===== src/rtl/game_cmd_ctrl.sv =====
// game_cmd_ctrl: turns raw start/stop push-buttons into the one-cycle en
// strobe and 2-bit func code consumed by the game state register.
// Each button passes through a 2-FF synchroniser, a counter debouncer and a
// rising-edge detector. A 2-state FSM drops illegal commands.
// Optional feature: define GAME_CMD_HOLDOFF_EN to build a lockout counter
// that ignores all presses for HOLDOFF_CYCLES cycles after each command.
module game_cmd_ctrl #(
   parameter int DEBOUNCE_CYCLES = 1000000,
   parameter int HOLDOFF_CYCLES  = 50000000
) (
   input  logic       clk,
   input  logic       rst,
   input  logic       btn_start,
   input  logic       btn_stop,
   output logic       en,
   output logic [1:0] func,
   output logic       running
);

   localparam int               CNT_W    = $clog2(DEBOUNCE_CYCLES + 1);
   localparam logic [CNT_W-1:0] CNT_LAST = CNT_W'(DEBOUNCE_CYCLES - 1);

   localparam logic [1:0] FUNC_NONE  = 2'b00;
   localparam logic [1:0] FUNC_START = 2'b01;
   localparam logic [1:0] FUNC_END   = 2'b10;

   // Bit 0 carries the start button, bit 1 the stop button throughout.
   localparam int B_START = 0;
   localparam int B_STOP  = 1;

   typedef enum logic {
      ST_IDLE    = 1'b0,
      ST_RUNNING = 1'b1
   } state_t;

   // Reject a debounce length that would make the counter compare meaningless.
   if (DEBOUNCE_CYCLES < 1 || HOLDOFF_CYCLES < 0) begin : g_bad_param
      $error("game_cmd_ctrl: DEBOUNCE_CYCLES must be >= 1 and HOLDOFF_CYCLES >= 0");
   end

   logic [1:0]       w_btn;
   logic [1:0]       r_s1;
   logic [1:0]       r_s2;
   logic [1:0]       r_stable;
   logic [1:0]       r_stable_d;
   logic [CNT_W-1:0] r_cnt [2];
   logic [1:0]       w_press;
   logic             w_hold_busy;
   logic             w_accept;
   state_t           r_state;
   logic             r_en;
   logic [1:0]       r_func;

   assign w_btn = {btn_stop, btn_start};

   // Synchronise, debounce and delay both buttons in lockstep.
   always_ff @(posedge clk) begin
      // NOTE: every clocked assignment is non-blocking so all flops sample
      // the pre-edge values and the s1->s2->stable chain shifts correctly.
      if (rst) begin
         r_s1       <= '0;
         r_s2       <= '0;
         r_stable   <= '0;
         r_stable_d <= '0;
         for (int i = 0; i < 2; i++) r_cnt[i] <= '0;
      end else begin
         r_s1       <= w_btn;
         r_s2       <= r_s1;
         r_stable_d <= r_stable;
         for (int i = 0; i < 2; i++) begin
            if (r_s2[i] == r_stable[i]) begin
               // Any return to the accepted level restarts the count.
               r_cnt[i] <= '0;
            end else if (r_cnt[i] == CNT_LAST) begin
               r_stable[i] <= r_s2[i];
               r_cnt[i]    <= '0;
            end else begin
               r_cnt[i] <= r_cnt[i] + CNT_W'(1);
            end
         end
      end
   end

   // Rising edges of the debounced level only; releases never issue commands.
   assign w_press = r_stable & ~r_stable_d;

`ifdef GAME_CMD_HOLDOFF_EN
   localparam int HOLD_W = $clog2(HOLDOFF_CYCLES + 1);

   logic [HOLD_W-1:0] r_hold;

   assign w_hold_busy = (r_hold != '0);

   // Lockout counter: loaded by each accepted command, counts down to idle.
   always_ff @(posedge clk) begin
      if (rst) begin
         r_hold <= '0;
      end else if (w_accept) begin
         r_hold <= HOLD_W'(HOLDOFF_CYCLES);
      end else if (w_hold_busy) begin
         r_hold <= r_hold - HOLD_W'(1);
      end
   end
`else
   assign w_hold_busy = 1'b0;
`endif

   // A press is legal when it changes the game state; a simultaneous
   // start+stop counts as stop only, so it does nothing in IDLE.
   assign w_accept = !w_hold_busy &&
                     (((r_state == ST_IDLE)    && w_press[B_START] && !w_press[B_STOP]) ||
                      ((r_state == ST_RUNNING) && w_press[B_STOP]));

   // Game FSM with registered strobe and command code.
   always_ff @(posedge clk) begin
      if (rst) begin
         r_state <= ST_IDLE;
         r_en    <= 1'b0;
         r_func  <= FUNC_NONE;
      end else begin
         r_en   <= 1'b0;
         r_func <= FUNC_NONE;
         if (w_accept) begin
            r_en <= 1'b1;
            if (r_state == ST_IDLE) begin
               r_func  <= FUNC_START;
               r_state <= ST_RUNNING;
            end else begin
               r_func  <= FUNC_END;
               r_state <= ST_IDLE;
            end
         end
      end
   end

   assign en      = r_en;
   assign func    = r_func;
   assign running = (r_state == ST_RUNNING);

endmodule


===== config.mk =====
export PLATFORM = sky130hd
export DESIGN_NAME = game_cmd_ctrl
export DESIGN_NICKNAME = d
export VERILOG_FILES = /design/src/rtl/game_cmd_ctrl.sv
export SDC_FILE = /design/constraint.sdc
export NUM_CORES = 1
export LEC_CHECK = 0
export CAP_MARGIN = 5
export CORE_AREA = 3 3 86 88
export DETAILED_ROUTE_END_ITERATION = 12
export DIE_AREA = 0 0 89 91
export GPL_TIMING_DRIVEN = 0
export PLACE_DENSITY_LB_ADDON = 0.08
export SYNTH_ARGS = -nofsm -noshare
export SYNTH_HDL_FRONTEND = slang
export SYNTH_SLANG_ARGS = --single-unit

===== constraint.sdc =====
create_clock -name clk -period 2.6 [get_ports clk]
set_input_delay 0.78 -clock clk [delete_from_list [all_inputs] [get_ports clk]]
set_output_delay 0.78 -clock clk [all_outputs]
set_load 0.02 [all_outputs]

==> impl_metrics.yaml, run 1 <==
cells_and_area:
  drive_gt1_share_pct: 4.62
  most-common-layout-cells: "edfxtp_1 (40), conb_1 (40), nor2_1 (31)"
  antennaDiodeCount: 0
  fill_cells: 651
  final_nets: 308
  syn_to_final_growth_pct: 16.3
routing:
  wl_um: 4510
  vias: 1893
  drtIter0Drc: 72
  avgRoutedWirePerCell_um: 11.8
  antenna_left: 0
  drtPass1Iterations: 4
  routed_via_density: 4.94
  drc: 0
power_and_ir_drop:
  p_seq_share_pct: 60.9
  p_leak_uw: 0.00102
  p_comb_share_pct: 4.2
  power_uw: 1560
  switchingPower_uw: 328
  power.share.clock_pct: 34.9
  p_int_uw: 1240
  ir_worst_vdd_mv: 0.208
  p_per_area_nw_per_um2: 511
  p_sw_share_pct: 21.0
critical_path:
  startpoint_type: "flip-flop"
  worstSetupPathType: "reg2reg"
  crit_arrival_ns: 2.50
  worstPathRequired_ns: 2.67
  critPathMaxFanout: 10
  end_kind: "flip-flop"
timing:
  fmax_ghz: 0.410
  setup_viol: 0
  finalCritPeriodShare_pct: 93.8
  final_hold_viol_count: 0
  finalCriticalPeriod_ns: 2.44
  tns_ns: 0
  whs_ns: 0.421
  relSlewSlack_pct: 63.9
  grt_setup_unrepaired: "false"
  tightest_slew_ns: 0.536
  skew_ns: 0.00841
  slew_viol_final: 0
flow_run:
  cap_violations: 0
global_routing:
  grt_pass1_wl_um: 8060
  grt_pass1_vias: 1779
  grt_overflow: 0
  grt.total_usage_pct: 12.4
  antenna_found_initial: 0
  grt_max_degree: 17
synthesis:
  synthCells: 249
  yosysWarnings: 0
  yosysTopAreaCell: "edfxtp_1"
  synthesis.area_um2: 2630
  seq_area_frac_synth_pct: 54.8
  yosys.area.top_type_share_pct: 45.6
  synthTopCellsByArea: "edfxtp_1 (46%), dfxtp_1 (9.1%), xor2_1 (5.3%), nor2_1 (4.4%), xnor2_1 (3.3%)"
  avgSynthCellArea_um2: 10.6
  ys_seq_elements: 52
  ys_types: 38
clock_network:
  ctsHoldBuffers: 0
  cts_root_buf: "clkbuf_8"
  cts_tree: "yes"
  numCtsBuffers: 5
  htreeDepth: 2
  insertion_delay_ns: 0.30
  postCtsSetupBuffers: 0
  cts_resized: 0
  cts_sinks: 52
  clock_path_buffers: 2
  clkTransAtPathRegs_ns: 0.09
status:
  status: "complete, no violations"
floorplanning:
  num_rows: 30
  die_area_um2: 8100
  chipHeight_um: 91
  core_area_um2: 6720
  initial_core_util_pct: 39.2
  pin_count: 8
  floorplan.die.width_um: 89
placed_design:
  routabilityCongestion: 0.771
  portBuffers: 7
  hpwl_um: 3290
min_path:
  hold_path_class: "reg2reg"
## kinds of logic (layout without fill, tap and decap cells)
group / after synthesis / in the layout / synth area share [%]
and+or+nand+nor: 121 / 121 / 25.6
DFF: 52 / 52 / 54.8
AOI/OAI and AO/OA: 31 / 31 / 7.47
xor gates and xnor gates: 26 / 26 / 8.65
buffers and inverters: 16 / 31 / 2.43
adders and majority gates: 2 / 2 / 0.951
other: 1 / 40 / 0.143
## power by group through the flow
stage	clock network, uW	registers (uW)	logic [uW]
finish	546	952	66.1
detailed placement	0	971	65.4
global placement	0	971	65.2
CTS	571	952	65.8
global route	603	957	78.6
floorplan	0	963	51.6
## critical path: stages (launching register included)
cell      delay [ns]
edfxtp_1        0.48
or4b_1          0.56
or4_4           0.58
o21ai_4         0.28
buf_4           0.24
nor2_1          0.06
## Yosys cell counts, drive strengths merged
cell type / instances
nor3b: 1
a21oi: 13
dfxtp: 12
o21a: 1
o21ba: 1
and2: 3
ha: 2
nor3: 4
edfxtp: 40
or3: 6
a41o: 1
inv: 8
nor4: 6
nor2: 31
nor4b: 2
or4b: 4
nand2: 14
clkbuf: 7
xnor2: 10
nand2b: 1
nor2b: 7
or3b: 1
buf: 1
o31ai: 6
and3: 2
nand4b: 2
nand4: 11
a211oi: 1
and4: 4
or2: 1
nand3: 14
xor2: 16
o21ai: 8
conb: 1
or4: 7
## path summary, 6_finish.rpt
kind	from	to	slack, ns	cells past startpoint
setup / recovery	r_cnt[1][12]$_SDFFCE_PN0P_	r_cnt[1][6]$_SDFFCE_PN0P_	0.16	5
hold / removal	r_stable_d[1]$_SDFF_PP0_	func[1]$_SDFF_PP0_	0.42	1
setup reg to reg	r_cnt[1][12]$_SDFFCE_PN0P_	r_cnt[1][6]$_SDFFCE_PN0P_	0.16	5
hold reg to reg	r_stable_d[1]$_SDFF_PP0_	func[1]$_SDFF_PP0_	0.42	1
## routing by layer
| metal | track usage (%) | vias to the layer above | share of wire (%) |
|---|---|---|---|
| met3 | 2.99 | 6 | 2.3 |
| met1 | 16.5 | 878 | 47 |
| met2 | 19.7 | 21 | 49 |
| li1 | - | 988 | - |
| met5 | 0 | - | 0 |
| met4 | 3.72 | 0 | 1.5 |
## final cells by class
type                            instances  area [um2]  area share (%)
Timing Repair Buffer                    7        70.1            2.29
Inverter                                8        30.0           0.982
Buffer                                  8        33.8            1.10
Tap cell                               80         100            3.27
Multi-Input combinational cell        220        1270            41.6
Sequential cell                        52        1440            47.1
Clock inverter                          3        42.5            1.39
Clock buffer                            5        68.8            2.25
## state kept, by name (all words and copies together), names as in the netlist
name,flops
r_cnt,40
r_s1,2
running,1
en,1
func,2
r_stable,2
r_s2,2
r_stable_d,2
## through the flow
step | cell area (um2) | utilization [%] | worst slack, ns | std cells
after detailed placement | 2950 | 43.9 | 0.148 | 375
after global placement | 2950 | 43.9 | 0.127 | 375
after global routing | 3060 | 45.5 | 0.0237 | 383
after floorplan | 2780 | - | 0.385 | 288
after CTS | 3060 | 45.5 | 0.139 | 383
final | 3060 | 45.5 | 0.162 | 383
Note: power is estimated with default switching activity, not from simulation.
==> run 2, diff against run 1 <==
--- a/config.mk
+++ b/config.mk
@@ -5,7 +5,6 @@
 export SDC_FILE = /design/constraint.sdc
 export NUM_CORES = 1
 export LEC_CHECK = 0
-export CAP_MARGIN = 5
 export CORE_AREA = 3 3 86 88
 export DETAILED_ROUTE_END_ITERATION = 12
 export DIE_AREA = 0 0 89 91
==> results of run 2 <==
Final layout, timing and power as in run 1 (identical DEF).
==> run 3, diff against run 2 <==
--- a/config.mk
+++ b/config.mk
@@ -8,7 +8,9 @@
 export CORE_AREA = 3 3 86 88
 export DETAILED_ROUTE_END_ITERATION = 12
 export DIE_AREA = 0 0 89 91
+export DONT_BUFFER_PORTS = 1
 export GPL_TIMING_DRIVEN = 0
+export HOLD_SLACK_MARGIN = 0.15
 export PLACE_DENSITY_LB_ADDON = 0.08
 export SYNTH_ARGS = -nofsm -noshare
 export SYNTH_HDL_FRONTEND = slang
==> impl_metrics.yaml, run 3 (synthesized netlist as in run 1, its figures left out) <==
status:
  status: "complete, no violations"
clock_network:
  cts_root_buf: "clkbuf_8"
  numCtsBuffers: 5
  insertion_delay_ns: 0.30
  htreeDepth: 2
  clkTransAtPathRegs_ns: 0.10
  clock_path_buffers: 2
  ctsHoldBuffers: 0
  cts_sinks: 52
  cts_tree: "yes"
floorplanning:
  chipHeight_um: 91
  floorplan.die.width_um: 89
  initial_core_util_pct: 39.2
  pin_count: 8
  core_area_um2: 6720
  die_area_um2: 8100
  num_rows: 30
cells_and_area:
  layoutNonFillerInstCount: 376
  postLayoutCellArea_um2: 2980
  syn_to_final_growth_pct: 13.4
  antennaDiodeCount: 0
  most-common-layout-cells: "edfxtp_1 (40), conb_1 (40), nor2_1 (31)"
  top_register: "r_cnt"
  drive_gt1_share_pct: 5.41
  final_nets: 301
  largest_reg_flops: 40
placed_design:
  routabilityCongestion: 0.769
  portBuffers: 0
  hpwl_um: 3370
  dp.cells: 368
  placed_area_um2: 2880
routing:
  routed_via_density: 4.93
  wl_um: 4580
  vias: 1855
  avgRoutedWirePerCell_um: 12.2
  antenna_left: 0
  drtPass1Iterations: 4
  drtIter0Drc: 53
  drc: 0
min_path:
  hold_path_startpoint: "r_stable_d[1]$_SDFF_PP0_"
  hold_path_class: "reg2reg"
global_routing:
  grt_pass1_wl_um: 8130
  antenna_found_initial: 0
  grt_pass1_vias: 1818
  grt.total_usage_pct: 12.5
  grt_max_degree: 16
  grt_overflow: 0
timing:
  fmax_ghz: 0.406
  grt_setup_unrepaired: "false"
  finalCriticalPeriod_ns: 2.46
  skew_ns: 0.00646
  tightest_slew_ns: 0.540
  relSlewSlack_pct: 63.7
  tns_ns: 0
  final_hold_viol_count: 0
  slew_viol_final: 0
  setup_viol: 0
  finalCritPeriodShare_pct: 94.7
power_and_ir_drop:
  p_per_area_nw_per_um2: 512
  ir_worst_vdd_mv: 0.255
  power_uw: 1530
  p_leak_uw: 0.000996
critical_path:
  path_cells: "or4b_1 > or4_4 > o21ai_4 > buf_4 > nor2_1"
  worstPathRequired_ns: 2.66
  end_kind: "flip-flop"
  crit_arrival_ns: 2.53
  startpoint_type: "flip-flop"
  startpoint: "r_cnt[1][12]$_SDFFCE_PN0P_"
  slowest_delay_ns: 0.59
  cpMaxStageDelayCell: "or4_4"
  ff2ff_setup_slack_ns: 0.14
  worstReg2RegStart: "r_cnt[1][12]$_SDFFCE_PN0P_"
  critPathMaxFanout: 10
  worstSetupPathType: "reg2reg"
flow_run:
  cap_violations: 0
run 3: cell types whose count changed in the layout (fill, tap and decap cells not counted), sizes merged:
cell | before | now
bufinv | 1 | 0
clkdlybuf4s50 | 7 | 0
clkbuf | 12 | 14
clkinv | 2 | 1
run 3: stage by stage:
stage	hold slack (ns)	utilization, %	worst slack, ns
after floorplan	0.397	-	0.385
after detailed placement	0.414	42.8	0.125
final	0.424	44.4	0.138
after global placement	0.407	42.8	0.130
after CTS	0.429	44.4	0.115
after global routing	0.446	44.4	0.0261
run 3: repair_timing:
item                                    in CTS  in global routing
endpoints found under the setup margin       0                 16
setup buffers                                0                  0
resized for setup                            0                  4
run 3: worst max-delay path: cells and delay by family (launching register included):
family	cells	cell delay, ns
flops	1	0.48
buf+inv	1	0.24
simple gates	3	1.22
compound gates	1	0.29
run 3: path summary, 6_finish.rpt:
check / endpoint / depth (start not counted)
max: r_cnt[1][8]$_SDFFCE_PN0P_ / 5
min: func[1]$_SDFF_PP0_ / 1
max reg2reg: r_cnt[1][8]$_SDFFCE_PN0P_ / 5
min reg2reg: func[1]$_SDFF_PP0_ / 1
run 3: final cells by class:
cell class | instances | area, um2
Fill cell | 667 | 3740
Sequential cell | 52 | 1440
Multi-Input combinational cell | 220 | 1270
Tap cell | 80 | 100
Clock buffer | 7 | 97.6
Buffer | 8 | 36.3
Inverter | 8 | 30.0
Clock inverter | 1 | 5.00
run 3: power by group:
part           total (uW)  internal [uW]  leakage (uW)  switching, uW
Sequential            952            923      0.000510           29.6
Combinational        61.3           24.1      0.000433           37.2
Clock                 513            248     0.0000534            265
run 3: per-layer routing:
layer / wire (um) / track usage (%) / share of wire [%] / vias to the layer above
li1: - / - / - / 971
met3: 104 / 3.09 / 2.3 / 7
met5: 0 / 0 / 0 / -
met2: 2260 / 20.4 / 49 / 18
met4: 87 / 4.09 / 1.9 / 0
met1: 2130 / 16.2 / 46 / 859
